File: src/rtl/power_on_lock_bank.sv
// power_on_lock_bank: bank of power-on lock bits opened by keyed requests.
// Optional feature macro: POWER_ON_LOCK_BANK_RELOCK_EN (enables cmd 10 relock).
//
// Ports:
//   clk, resetn            clock, async active-low reset
//   req_valid/req_ready    request handshake
//   req_cmd/idx/key        request opcode (01 unlock, 10 relock), index, key
//   rsp_valid/rsp_ok       one-cycle response pulse and its status
//   locked                 per-lock state, 1 = locked
//   lockout                permanent lockout until reset
//   fail_count             consecutive failed unlocks, saturating
module power_on_lock_bank #(
   parameter int                NUM_LOCKS = 4,
   parameter int                KEY_W     = 16,
   parameter logic [KEY_W-1:0]  KEY_VALUE = 16'hA5C3,
   parameter int                MAX_FAIL  = 3,
   localparam int               IDX_W     = (NUM_LOCKS > 1) ? $clog2(NUM_LOCKS) : 1,
   localparam int               CNT_W     = $clog2(MAX_FAIL + 1)
) (
   input  logic                 clk,
   input  logic                 resetn,
   input  logic                 req_valid,
   output logic                 req_ready,
   input  logic [1:0]           req_cmd,
   input  logic [IDX_W-1:0]     req_idx,
   input  logic [KEY_W-1:0]     req_key,
   output logic                 rsp_valid,
   output logic                 rsp_ok,
   output logic [NUM_LOCKS-1:0] locked,
   output logic                 lockout,
   output logic [CNT_W-1:0]     fail_count
);

   typedef enum logic [1:0] {
      IDLE,
      CHECK,
      RESP,
      LOCKOUT
   } state_t;

   localparam logic [1:0] CMD_UNLOCK = 2'b01;
   localparam logic [1:0] CMD_RELOCK = 2'b10;
   localparam logic [NUM_LOCKS-1:0] ALL_LOCKED = {NUM_LOCKS{1'b1}};
   localparam logic [CNT_W-1:0]     FAIL_MAX   = CNT_W'(MAX_FAIL);

   state_t               state_q;
   state_t               state_d;

   logic [1:0]           cmd_q;
   logic [IDX_W-1:0]     idx_q;
   logic [KEY_W-1:0]     key_q;
   logic                 key_ok_q;
   logic                 idx_ok_q;

   logic                 accept;
   logic [NUM_LOCKS-1:0] sel;
   logic                 unlock_ok;
   logic                 unlock_bad;
   logic                 relock;
   logic                 hit_max;

   logic [NUM_LOCKS-1:0] locked_d;
   logic [CNT_W-1:0]     fail_d;
   logic                 lockout_d;
   logic                 rsp_valid_d;
   logic                 rsp_ok_d;
   logic                 req_ready_d;

   // req_ready is registered and high only in IDLE
   assign accept = req_valid && req_ready;

   assign sel = NUM_LOCKS'(1) << idx_q;

   assign unlock_ok  = (cmd_q == CMD_UNLOCK) && idx_ok_q && key_ok_q;
   assign unlock_bad = (cmd_q == CMD_UNLOCK) && idx_ok_q && !key_ok_q;
`ifdef POWER_ON_LOCK_BANK_RELOCK_EN
   assign relock = (cmd_q == CMD_RELOCK) && idx_ok_q;
`else
   assign relock = 1'b0;
`endif

   // Request capture and registered compare
   always_ff @(posedge clk or negedge resetn) begin
      if (!resetn) begin
         cmd_q    <= '0;
         idx_q    <= '0;
         key_q    <= '0;
         key_ok_q <= 1'b0;
         idx_ok_q <= 1'b0;
      end else begin
         if (state_q == IDLE && accept) begin
            cmd_q <= req_cmd;
            idx_q <= req_idx;
            key_q <= req_key;
         end
         if (state_q == CHECK) begin
            key_ok_q <= (key_q == KEY_VALUE);
            idx_ok_q <= (32'(idx_q) < NUM_LOCKS);
         end
      end
   end

   // State register
   always_ff @(posedge clk or negedge resetn) begin
      if (!resetn) begin
         state_q <= IDLE;
      end else begin
         state_q <= state_d;
      end
   end

   // Next-state logic
   always_comb begin
      state_d = state_q;
      unique case (state_q)
         IDLE:    if (accept) state_d = CHECK;
         CHECK:   state_d = RESP;
         RESP:    state_d = hit_max ? LOCKOUT : IDLE;
         LOCKOUT: state_d = LOCKOUT;
         default: state_d = IDLE;
      endcase
   end

   // Output logic: next values for the registered outputs
   always_comb begin
      locked_d    = locked;
      fail_d      = fail_count;
      lockout_d   = lockout;
      rsp_valid_d = 1'b0;
      rsp_ok_d    = 1'b0;
      hit_max     = 1'b0;
      if (state_q == LOCKOUT) begin
         locked_d  = ALL_LOCKED;
         lockout_d = 1'b1;
      end else if (state_q == RESP) begin
         rsp_valid_d = 1'b1;
         unique case (1'b1)
            unlock_ok: begin
               rsp_ok_d = 1'b1;
               locked_d = locked & ~sel;
               fail_d   = '0;
            end
            unlock_bad: begin
               if (fail_count != FAIL_MAX)
                  fail_d = fail_count + CNT_W'(1);
               hit_max = (fail_d == FAIL_MAX);
            end
            relock: begin
               rsp_ok_d = 1'b1;
               locked_d = locked | sel;
            end
            default: ;
         endcase
      end
      req_ready_d = (state_d == IDLE);
   end

   // Output registers
   always_ff @(posedge clk or negedge resetn) begin
      if (!resetn) begin
         locked     <= ALL_LOCKED;
         fail_count <= '0;
         lockout    <= 1'b0;
         rsp_valid  <= 1'b0;
         rsp_ok     <= 1'b0;
         req_ready  <= 1'b1;
      end else begin
         locked     <= locked_d;
         fail_count <= fail_d;
         lockout    <= lockout_d;
         rsp_valid  <= rsp_valid_d;
         rsp_ok     <= rsp_ok_d;
         req_ready  <= req_ready_d;
      end
   end

endmodule

File: config.mk
export PLATFORM = sky130hd
export DESIGN_NAME = power_on_lock_bank
export DESIGN_NICKNAME = d
export VERILOG_FILES = /design/src/rtl/power_on_lock_bank.sv
export SDC_FILE = /design/constraint.sdc
export NUM_CORES = 1
export LEC_CHECK = 0
export ABC_CLOCK_PERIOD_IN_PS = 1450
export BUFFER_PORTS_ARGS = -buffer_cell sky130_fd_sc_hd__buf_2
export CAP_MARGIN = 10
export CELL_PAD_IN_SITES_DETAIL_PLACEMENT = 1
export CELL_PAD_IN_SITES_GLOBAL_PLACEMENT = 1
export CORE_MARGIN = 2
export CORE_UTILIZATION = 39
export DETAILED_ROUTE_END_ITERATION = 10
export PLACE_DENSITY_LB_ADDON = 0.08
export SYNTH_ARGS = -nofsm -noshare
export SYNTH_HDL_FRONTEND = slang
export SYNTH_SLANG_ARGS = --single-unit
File: constraint.sdc
create_clock -name clk -period 1.45 [get_ports clk]
set_input_delay 0.29 -clock clk [delete_from_list [all_inputs] [get_ports clk]]
set_output_delay 0.29 -clock clk [all_outputs]
set_load 0.01 [all_outputs]
### Word-level counts from Yosys, hierarchy flattened

Cells that the tools add are included.
W data, S select, Z words.

* input bits: 23
* register bits after elaboration: 34
* logic and storage cells: 56
* output and inout bits: 10

* equality and inequality tests: 7
* reductions and logical operators: 13
* shifts and indexed selects: 1
* bitwise operators: 3
* multiplexer cells: 19
* add/sub/neg operators: 1

Operator list (count)
* $eq A16 B16 Y1 const B: 1
* $mux W2: 6
* $mux W4: 3
* $mux W1: 8
* $pmux W2 S4: 1
* $eq A2 B2 Y1 const B: 3
* $reduce_bool A2 Y1: 3
* $logic_and A1 B1 Y1: 5
* $and A4 B4 Y4: 1
* $eq A2 B1 Y1 const B: 2
* $logic_not A2 Y1: 2
* $not A4 Y4: 1
* $pmux W2 S2: 1
* $shl A1 B2 Y4 const A: 1
* $reduce_and A3 Y1: 1
* $add A2 B1 Y2 const B: 1
* $ne A2 B2 Y1 const B: 1
* $reduce_and A2 Y1: 1
* $logic_not A1 Y1: 1
* $not A1 Y1: 1

### Depth between registers and ports, before layout

Gate-level depths: netlist (run 1).

* depth after elaboration: 13
* mapped depth: 5
* depth with buffers taken out: 3

### Worst setup path after synthesis (run 1)

No wires, ideal clock.

* kind: reg-to-reg
* start: register state_q[0]
* end: register cmd_q[0]
* slack: 0.082 ns
* stages on the path, launching flop included: 6
* setup time: 0.125 ns
* path buffers: 2
* clock period less this slack: 1.368 ns
* data arrival time: 1.243 ns
* path through: dfrtp_1 > buf_6 > nor2_2 > and3_4 > buf_12 > mux2_4

* longest elaborated chain between the ends: 2

RTL lines
* start, declared: line 46 `state_t state_q;`
* start signal, assigned: line 108 `state_q <= state_d;`
* $logic_not A2 Y1: line 91 `if (state_q == IDLE && accept) begin`
* $logic_and A1 B1 Y1: line 91
* end signal, assigned: line 92 `cmd_q <= req_cmd;`
* end, declared: line 49 `logic [1:0] cmd_q;`

Every way passes these cells.
A chain may end at the register's enable or synchronous reset.

### Worst setup path after layout (run 1)

* start: register state_q[0]
* end: register key_q[11]

* longest elaborated chain between the ends: 2

RTL lines
* $logic_not A2 Y1: line 91
* $logic_and A1 B1 Y1: line 91
* end signal, assigned: line 94 `key_q <= req_key;`
* end, declared: line 51 `logic [KEY_W-1:0] key_q;`

Every way passes these cells.

==> results of run 1 <==
-- power by group through the flow --
| stage | logic (mW) | registers, mW | clock network, mW |
|---|---|---|---|
| floorplan | 1.04 | 1.68 | 0 |
| detailed placement | 1.32 | 1.71 | 0 |
| global route | 1.42 | 1.77 | 0.785 |
| finish | 1.30 | 1.70 | 0.703 |
| global placement | 1.29 | 1.68 | 0 |
| CTS | 1.32 | 1.71 | 0.741 |
-- sequential cells by signal, indices dropped and copies added, names as in the netlist, 2 cells and up --
register    cells
cmd_q           2
fail_count      2
idx_q           2
key_q          16
locked          4
state_q         2
-- metal layers --
metal	part of all wire (%)	vias to the layer above	global-route usage, %
met2	49	25	23.98
met5	0	-	0
li1	-	418	-
met1	44	439	17.07
met3	4.7	6	4.623
met4	1.6	0	7.813
-- cells in the final DEF (no fill, tap or decap) --
| cell type | synthesis | final |
|---|---|---|
| a21oi_1 | 6 | 6 |
| a31oi_1 | 4 | 4 |
| and2b_1 | 1 | 1 |
| and3_1 | 1 | 1 |
| and3_4 | 1 | 1 |
| and3b_1 | 1 | 1 |
| and4b_1 | 1 | 1 |
| and4bb_4 | 1 | 1 |
| buf_12 | 2 | 2 |
| buf_2 | 0 | 32 |
| buf_4 | 0 | 2 |
| clkbuf_1 | 0 | 1 |
| clkbuf_8 | 0 | 6 |
| clkinv_2 | 0 | 1 |
| dfrtp_1 | 29 | 29 |
| dfstp_2 | 5 | 5 |
| dlygate4sd3_1 | 0 | 1 |
| inv_1 | 3 | 3 |
| mux2_1 | 1 | 1 |
| mux2_4 | 20 | 20 |
| nand2_1 | 3 | 3 |
| nand2b_1 | 3 | 3 |
| nand3_1 | 3 | 3 |
| nand4_1 | 1 | 1 |
| nand4b_1 | 1 | 1 |
| nor2_2 | 1 | 1 |
| nor4b_1 | 1 | 1 |
| nor4bb_1 | 2 | 2 |
| o21ai_0 | 1 | 1 |
| or2b_1 | 1 | 1 |
-- metrics by stage --
stage | setup WS [ns] | power [mW] | hold WS (ns) | utilization (%)
after detailed placement | 0.06545 | 3.031 | 0.2397 | 45.83
after global routing | 0.007525 | 3.975 | 0.2209 | 48.60
after floorplan | 0.08172 | 2.719 | -0.005591 | -
final | 0.05160 | 3.706 | 0.2340 | 48.60
after global placement | 0.1063 | 2.966 | 0.2309 | 45.83
after CTS | 0.04569 | 3.777 | 0.2203 | 48.60
-- cell families after synthesis --
family	after synthesis	share of synthesized area, %
buffers and inverters	8	5.763
AND/OR/NAND/NOR	22	11.02
AO/OA/AOI/OAI	11	4.067
multiplexers	21	21.10
flip-flops	34	58.05
-- cell type report --
class                   instances  area, µm²
fillers                       392       1882
flip-flops and latches         34      857.1
clock buffers                   7      86.33
multi-input cells              54      534.3
clock inverters                 1      5.005
well taps                      48      60.06
inverters                       3      11.26
repair buffers                 37      225.2
-- path summary, 6_finish.rpt --
kind / to / slack (ns) / cells past startpoint
worst max-delay path: key_q[11]$_DFFE_PN0P_ / 0.05 / 4
worst min-delay path: idx_q[0]$_DFFE_PN0P_ / 0.23 / 2
worst max register to register: key_q[11]$_DFFE_PN0P_ / 0.05 / 4
worst min register to register: lockout$_DFFE_PN0P_ / 0.47 / 1
max in group asynchronous: locked[0]$_DFFE_PN1P_ / 0.48 / 3
min in group asynchronous: cmd_q[0]$_DFFE_PN0P_ / 0.46 / 2
-- worst reg2reg max path, cell delays in order (launching register included) --
cell and delay, ns:
dfrtp_1 0.42, nor2_2 0.14, and3_4 0.20, buf_12 0.19, mux2_4 0.33
==> results.json, run 1 <==
{
  "status": "finished, final reports clean",
  "syn_area_per_cell_um2": 15.38,
  "antenna_cells": 0,
  "ys_seq_area_share_pct": 58.05,
  "cts_inserted_buffers": 5,
  "finalHoldViolations": 0,
  "dpl_cell_area_mm2": 0.001678,
  "slowest_stage": "dfrtp_1",
  "cp_cell_sequence": "nor2_2 > and3_4 > buf_12 > mux2_4",
  "route.detailed.drc": 0,
  "ys_types": 25,
  "synthCells": 96,
  "htree_levels": 2,
  "finalNonFillerCells": 184,
  "fmax_ghz": 0.7151,
  "clk_latency_ns": 0.28,
  "cts.path.max_buffers": 2,
  "vias": 888,
  "synthToLayoutAreaGrowth_pct": 20.51,
  "power.share.sequential_pct": 45.9,
  "grt_max_degree": 21,
  "synthTopCellsByCount": "29 x dfrtp_1, 20 x mux2_4, 6 x a21oi_1",
  "antenna_found_initial": 0,
  "combPwrFrac_pct": 35.1,
  "worst-setup-path-type": "flip-flop to flip-flop",
  "crit_required_ns": 1.62,
  "power.density_mw_per_mm2": 2083,
  "p_sw_share_pct": 29.10,
  "synth_top_area_cell": "dfrtp_1",
  "startpoint": "state_q[0]$_DFF_PN0_",
  "final-setup-viol-count": 0,
  "switchingPower_mw": 1.079,
  "drt_iter0_drc": 17,
  "tightest_slew_ns": 0.4024,
  "post_cts.repair.setup_buffers": 0,
  "synth_most_common_cell": "dfrtp_1",
  "dp.cells": 175,
  "cts_hold_buf": 1,
  "track_usage_pct": 14.64,
  "relSlewSlack_pct": 73.17,
  "final_area_mm2": 0.001779,
  "yosys-top-cells-area": "dfrtp_1 49%, mux2_4 20%, dfstp_2 8.9%",
  "post_drt_wl_per_cell_um": 14.20,
  "viasPerCell": 4.826,
  "fin_crit_sh_pct": 96.44,
  "grt_pass1_wl_mm": 4.478,
  "rsz0062_at_grt": "false",
  "pin_count": 33,
  "dieArea_mm2": 0.004294,
  "max-vdd-ir-drop_mv": 0.8254,
  "synth_ff_type": "dfrtp_1",
  "synth_edf_count": 0,
  "cts_sinks": 34,
  "core-area_mm2": 0.003661,
  "critPathTopFamily": "flip-flops",
  "min_path_type": "input port to flip-flop",
  "internal-power_mw": 2.627,
  "skew_ns": 0.002591,
  "drive_gt1_share_pct": 52.21,
  "path_max_fanout": 20,
  "dp_hpwl_mm": 1.887,
  "synth_top_cell_area_share_pct": 49.15,
  "initial_utilization_pct": 40.33,
  "syn_nets": 119,
  "clkPwrFrac_pct": 19.0,
  "final.setup.tns_ns": 0,
  "die_w_um": 65.53,
  "drtAntennaViolNets": 0,
  "cts.clk_slew.worst_paths_ns": 0.07,
  "finalMaxSlewViolations": 0,
  "netlist_area_mm2": 0.001476,
  "min_period_ns": 1.398,
  "gp_congestion": 0.7141,
  "crit_buf_inv": 1,
  "synthArstFlopShare_pct": 100.0,
  "routed_wirelength_mm": 2.613,
  "rows": 22,
  "r2r-start": "state_q[0]$_DFF_PN0_",
  "final_net_count": 158,
  "synth_seq_cells": 34,
  "grt_pass1_vias": 923,
  "cts_tree": "done",
  "setup.worst_path.start_class": "flip-flop",
  "cap_violations": 0,
  "synth_warnings": 0,
  "firstDrtPassIters": 4,
  "leakagePower_nw": 0.8400,
  "die_h_um": 65.53,
  "hold_start": "req_idx[0]",
  "cp.arrival_ns": 1.57,
  "grt_overflow": 0,
  "end_kind": "flip-flop",
  "cts_resized": 0,
  "cts_root_buf": "clkbuf_8",
  "port_buffers": 32,
  "cpPeakStageDelay_ns": 0.42
}
Power figures use the tool's default switching activity.
==> run 2, diff against run 1 <==
--- a/config.mk
+++ b/config.mk
@@ -10,7 +10,7 @@
 export CAP_MARGIN = 10
 export CELL_PAD_IN_SITES_DETAIL_PLACEMENT = 1
 export CELL_PAD_IN_SITES_GLOBAL_PLACEMENT = 1
-export CORE_MARGIN = 2
+export CORE_MARGIN = 1.5
 export CORE_UTILIZATION = 39
 export DETAILED_ROUTE_END_ITERATION = 10
 export PLACE_DENSITY_LB_ADDON = 0.08
==> run 2 against run 1 <==
Count of clock-buffer cells in the layout is 2 lower. Critical path type unchanged. Largest power group unchanged. Largest cell class unchanged. Final area is 1.3% higher. Critical endpoint is now fail_count[0]$_DFFE_PN0P_. Via count is 2.5% higher. Setup slack better by 0.021 ns.
==> results.json, run 2 (synthesis results as in run 1) <==
{
  "holdWs_ns": 0.2262,
  "viasPerCell": 4.946,
  "final_area_mm2": 0.001803,
  "top_regs": "key_q (16), locked (4)",
  "finalHoldViolations": 0,
  "grt_max_degree": 21,
  "cpPeakStageDelay_ns": 0.39,
  "antenna_found_initial": 0,
  "track_usage_pct": 15.90,
  "rsz0062_at_grt": "false",
  "grt_pass1_vias": 984,
  "top_register": "key_q",
  "die_h_um": 64.53,
  "vias": 910,
  "cts_sinks": 34,
  "cp.arrival_ns": 1.55,
  "slowest_stage": "dfrtp_1",
  "final_common_cell": "buf_2",
  "drt_iter0_drc": 27,
  "largest_register_ff_count": 16,
  "gp_congestion": 0.7323,
  "cts_inserted_buffers": 5,
  "route.detailed.drc": 0,
  "n_fill_cell": 388,
  "initial_utilization_pct": 40.33,
  "post_drt_wl_per_cell_um": 14.70,
  "die_w_um": 64.53,
  "firstDrtPassIters": 4,
  "max-vdd-ir-drop_mv": 0.8139,
  "fmax_ghz": 0.7259,
  "min_period_ns": 1.378,
  "port_buffers": 32,
  "clk_latency_ns": 0.29,
  "setup.worst_path.start_class": "flip-flop",
  "grt_pass1_wl_mm": 4.823,
  "htree_levels": 2,
  "cts.path.max_buffers": 2,
  "fin_crit_sh_pct": 95.01,
  "min_path_type": "input port to flip-flop",
  "power.density_mw_per_mm2": 2152,
  "drtAntennaViolNets": 0,
  "relSlewSlack_pct": 72.82,
  "routed_wirelength_mm": 2.704,
  "drive_gt1_share_pct": 53.68,
  "dp_hpwl_mm": 1.939,
  "final-setup-viol-count": 0,
  "leakagePower_nw": 0.8416,
  "dieArea_mm2": 0.004163,
  "rows": 22,
  "grt_overflow": 0,
  "tightest_slew_ns": 0.4077,
  "pin_count": 33,
  "most-common-layout-cells": "32 x buf_2, 29 x dfrtp_1, 20 x mux2_4, 6 x a21oi_1",
  "post_cts.repair.setup_buffers": 0,
  "finalMaxSlewViolations": 0,
  "final_net_count": 158,
  "dpl_cell_area_mm2": 0.001678,
  "postLayoutCoreUtil_pct": 49.25,
  "cts.clk_slew.worst_paths_ns": 0.08,
  "end_kind": "flip-flop",
  "core-area_mm2": 0.003661,
  "synthToLayoutAreaGrowth_pct": 22.12,
  "cts_tree": "done",
  "skew_ns": 0.01010,
  "worst-setup-path-type": "flip-flop to flip-flop",
  "cts_root_buf": "clkbuf_8",
  "cap_violations": 0,
  "path_max_fanout": 10,
  "crit_required_ns": 1.63,
  "final.setup.tns_ns": 0,
  "cp_cell_sequence": "buf_4 > and4bb_4 > nand2_1 > mux2_1",
  "antenna_cells": 0,
  "status": "finished, final reports clean"
}
## run 2: cell count changes in the layout (fill, tap and decap cells not counted)
cell        before  now
clkinv_2         1    0
and3_1           1    0
clkinvlp_4       0    2
clkbuf_1         1    0
and3_2           0    1
bufinv_16        0    1
clkbuf_8         6    5
## run 2: power by group
part | internal, mW | leakage, nW | total [mW] | switching, mW
sequential | 1.42 | 0.396 | 1.68 | 0.260
clock | 0.511 | 0.0504 | 0.876 | 0.365
combinational | 0.826 | 0.396 | 1.33 | 0.500
## run 2: cell type report
cell class	instances	area (µm²)	area share [%]
clock buffers	5	68.82	3.817
clock inverters	3	45.04	2.498
inverters	3	11.26	0.6246
multi-input cells	54	535.5	29.70
flip-flops and latches	34	857.1	47.54
well taps	48	60.06	3.331
repair buffers	37	225.2	12.49
## run 2: final timing paths
check                                     start                         to  slack [ns]  cells after the start
max reg2reg                state_q[0]$_DFF_PN0_  fail_count[0]$_DFFE_PN0P_        0.07                      4
max                        state_q[0]$_DFF_PN0_  fail_count[0]$_DFFE_PN0P_        0.07                      4
min in group asynchronous                resetn           rsp_ok$_DFF_PN0_        0.45                      2
max in group asynchronous                resetn        req_ready$_DFF_PN1_        0.47                      3
min                                  req_key[9]       key_q[9]$_DFFE_PN0P_        0.23                      2
min reg2reg                 lockout$_DFFE_PN0P_        lockout$_DFFE_PN0P_        0.47                      1
## run 2: through the flow
stage	setup WS [ns]	power (mW)	instances
2_1_floorplan	0.08172	2.719	96
3_3_place_gp	0.09867	2.965	175
3_5_place_dp	0.08483	3.035	175
4_1_cts	0.07761	3.937	184
5_1_grt	0.02644	4.131	184
6_report	0.07238	3.879	184
## run 2: worst max-delay path, delay by kind of cell, from the launching register on
kind	cells	cell delay, ns
flip-flops	1	0.39
AND/OR/NAND/NOR	2	0.39
multiplexers	1	0.32
buffers and inverters	1	0.18
## run 2: timing repair
item	CTS	global route
setup endpoints to repair	0	2
hold buffers	1	0
gates resized for setup	0	1
hold endpoints to repair	11	0
## run 2: per-layer routing
metal / vias up / GRT usage (%) / wire [µm]
met5: - / 0 / 0
met4: 0 / 6.383 / 51
met3: 7 / 5.729 / 129
met2: 25 / 25.00 / 1307
met1: 460 / 19.98 / 1217
li1: 418 / - / -
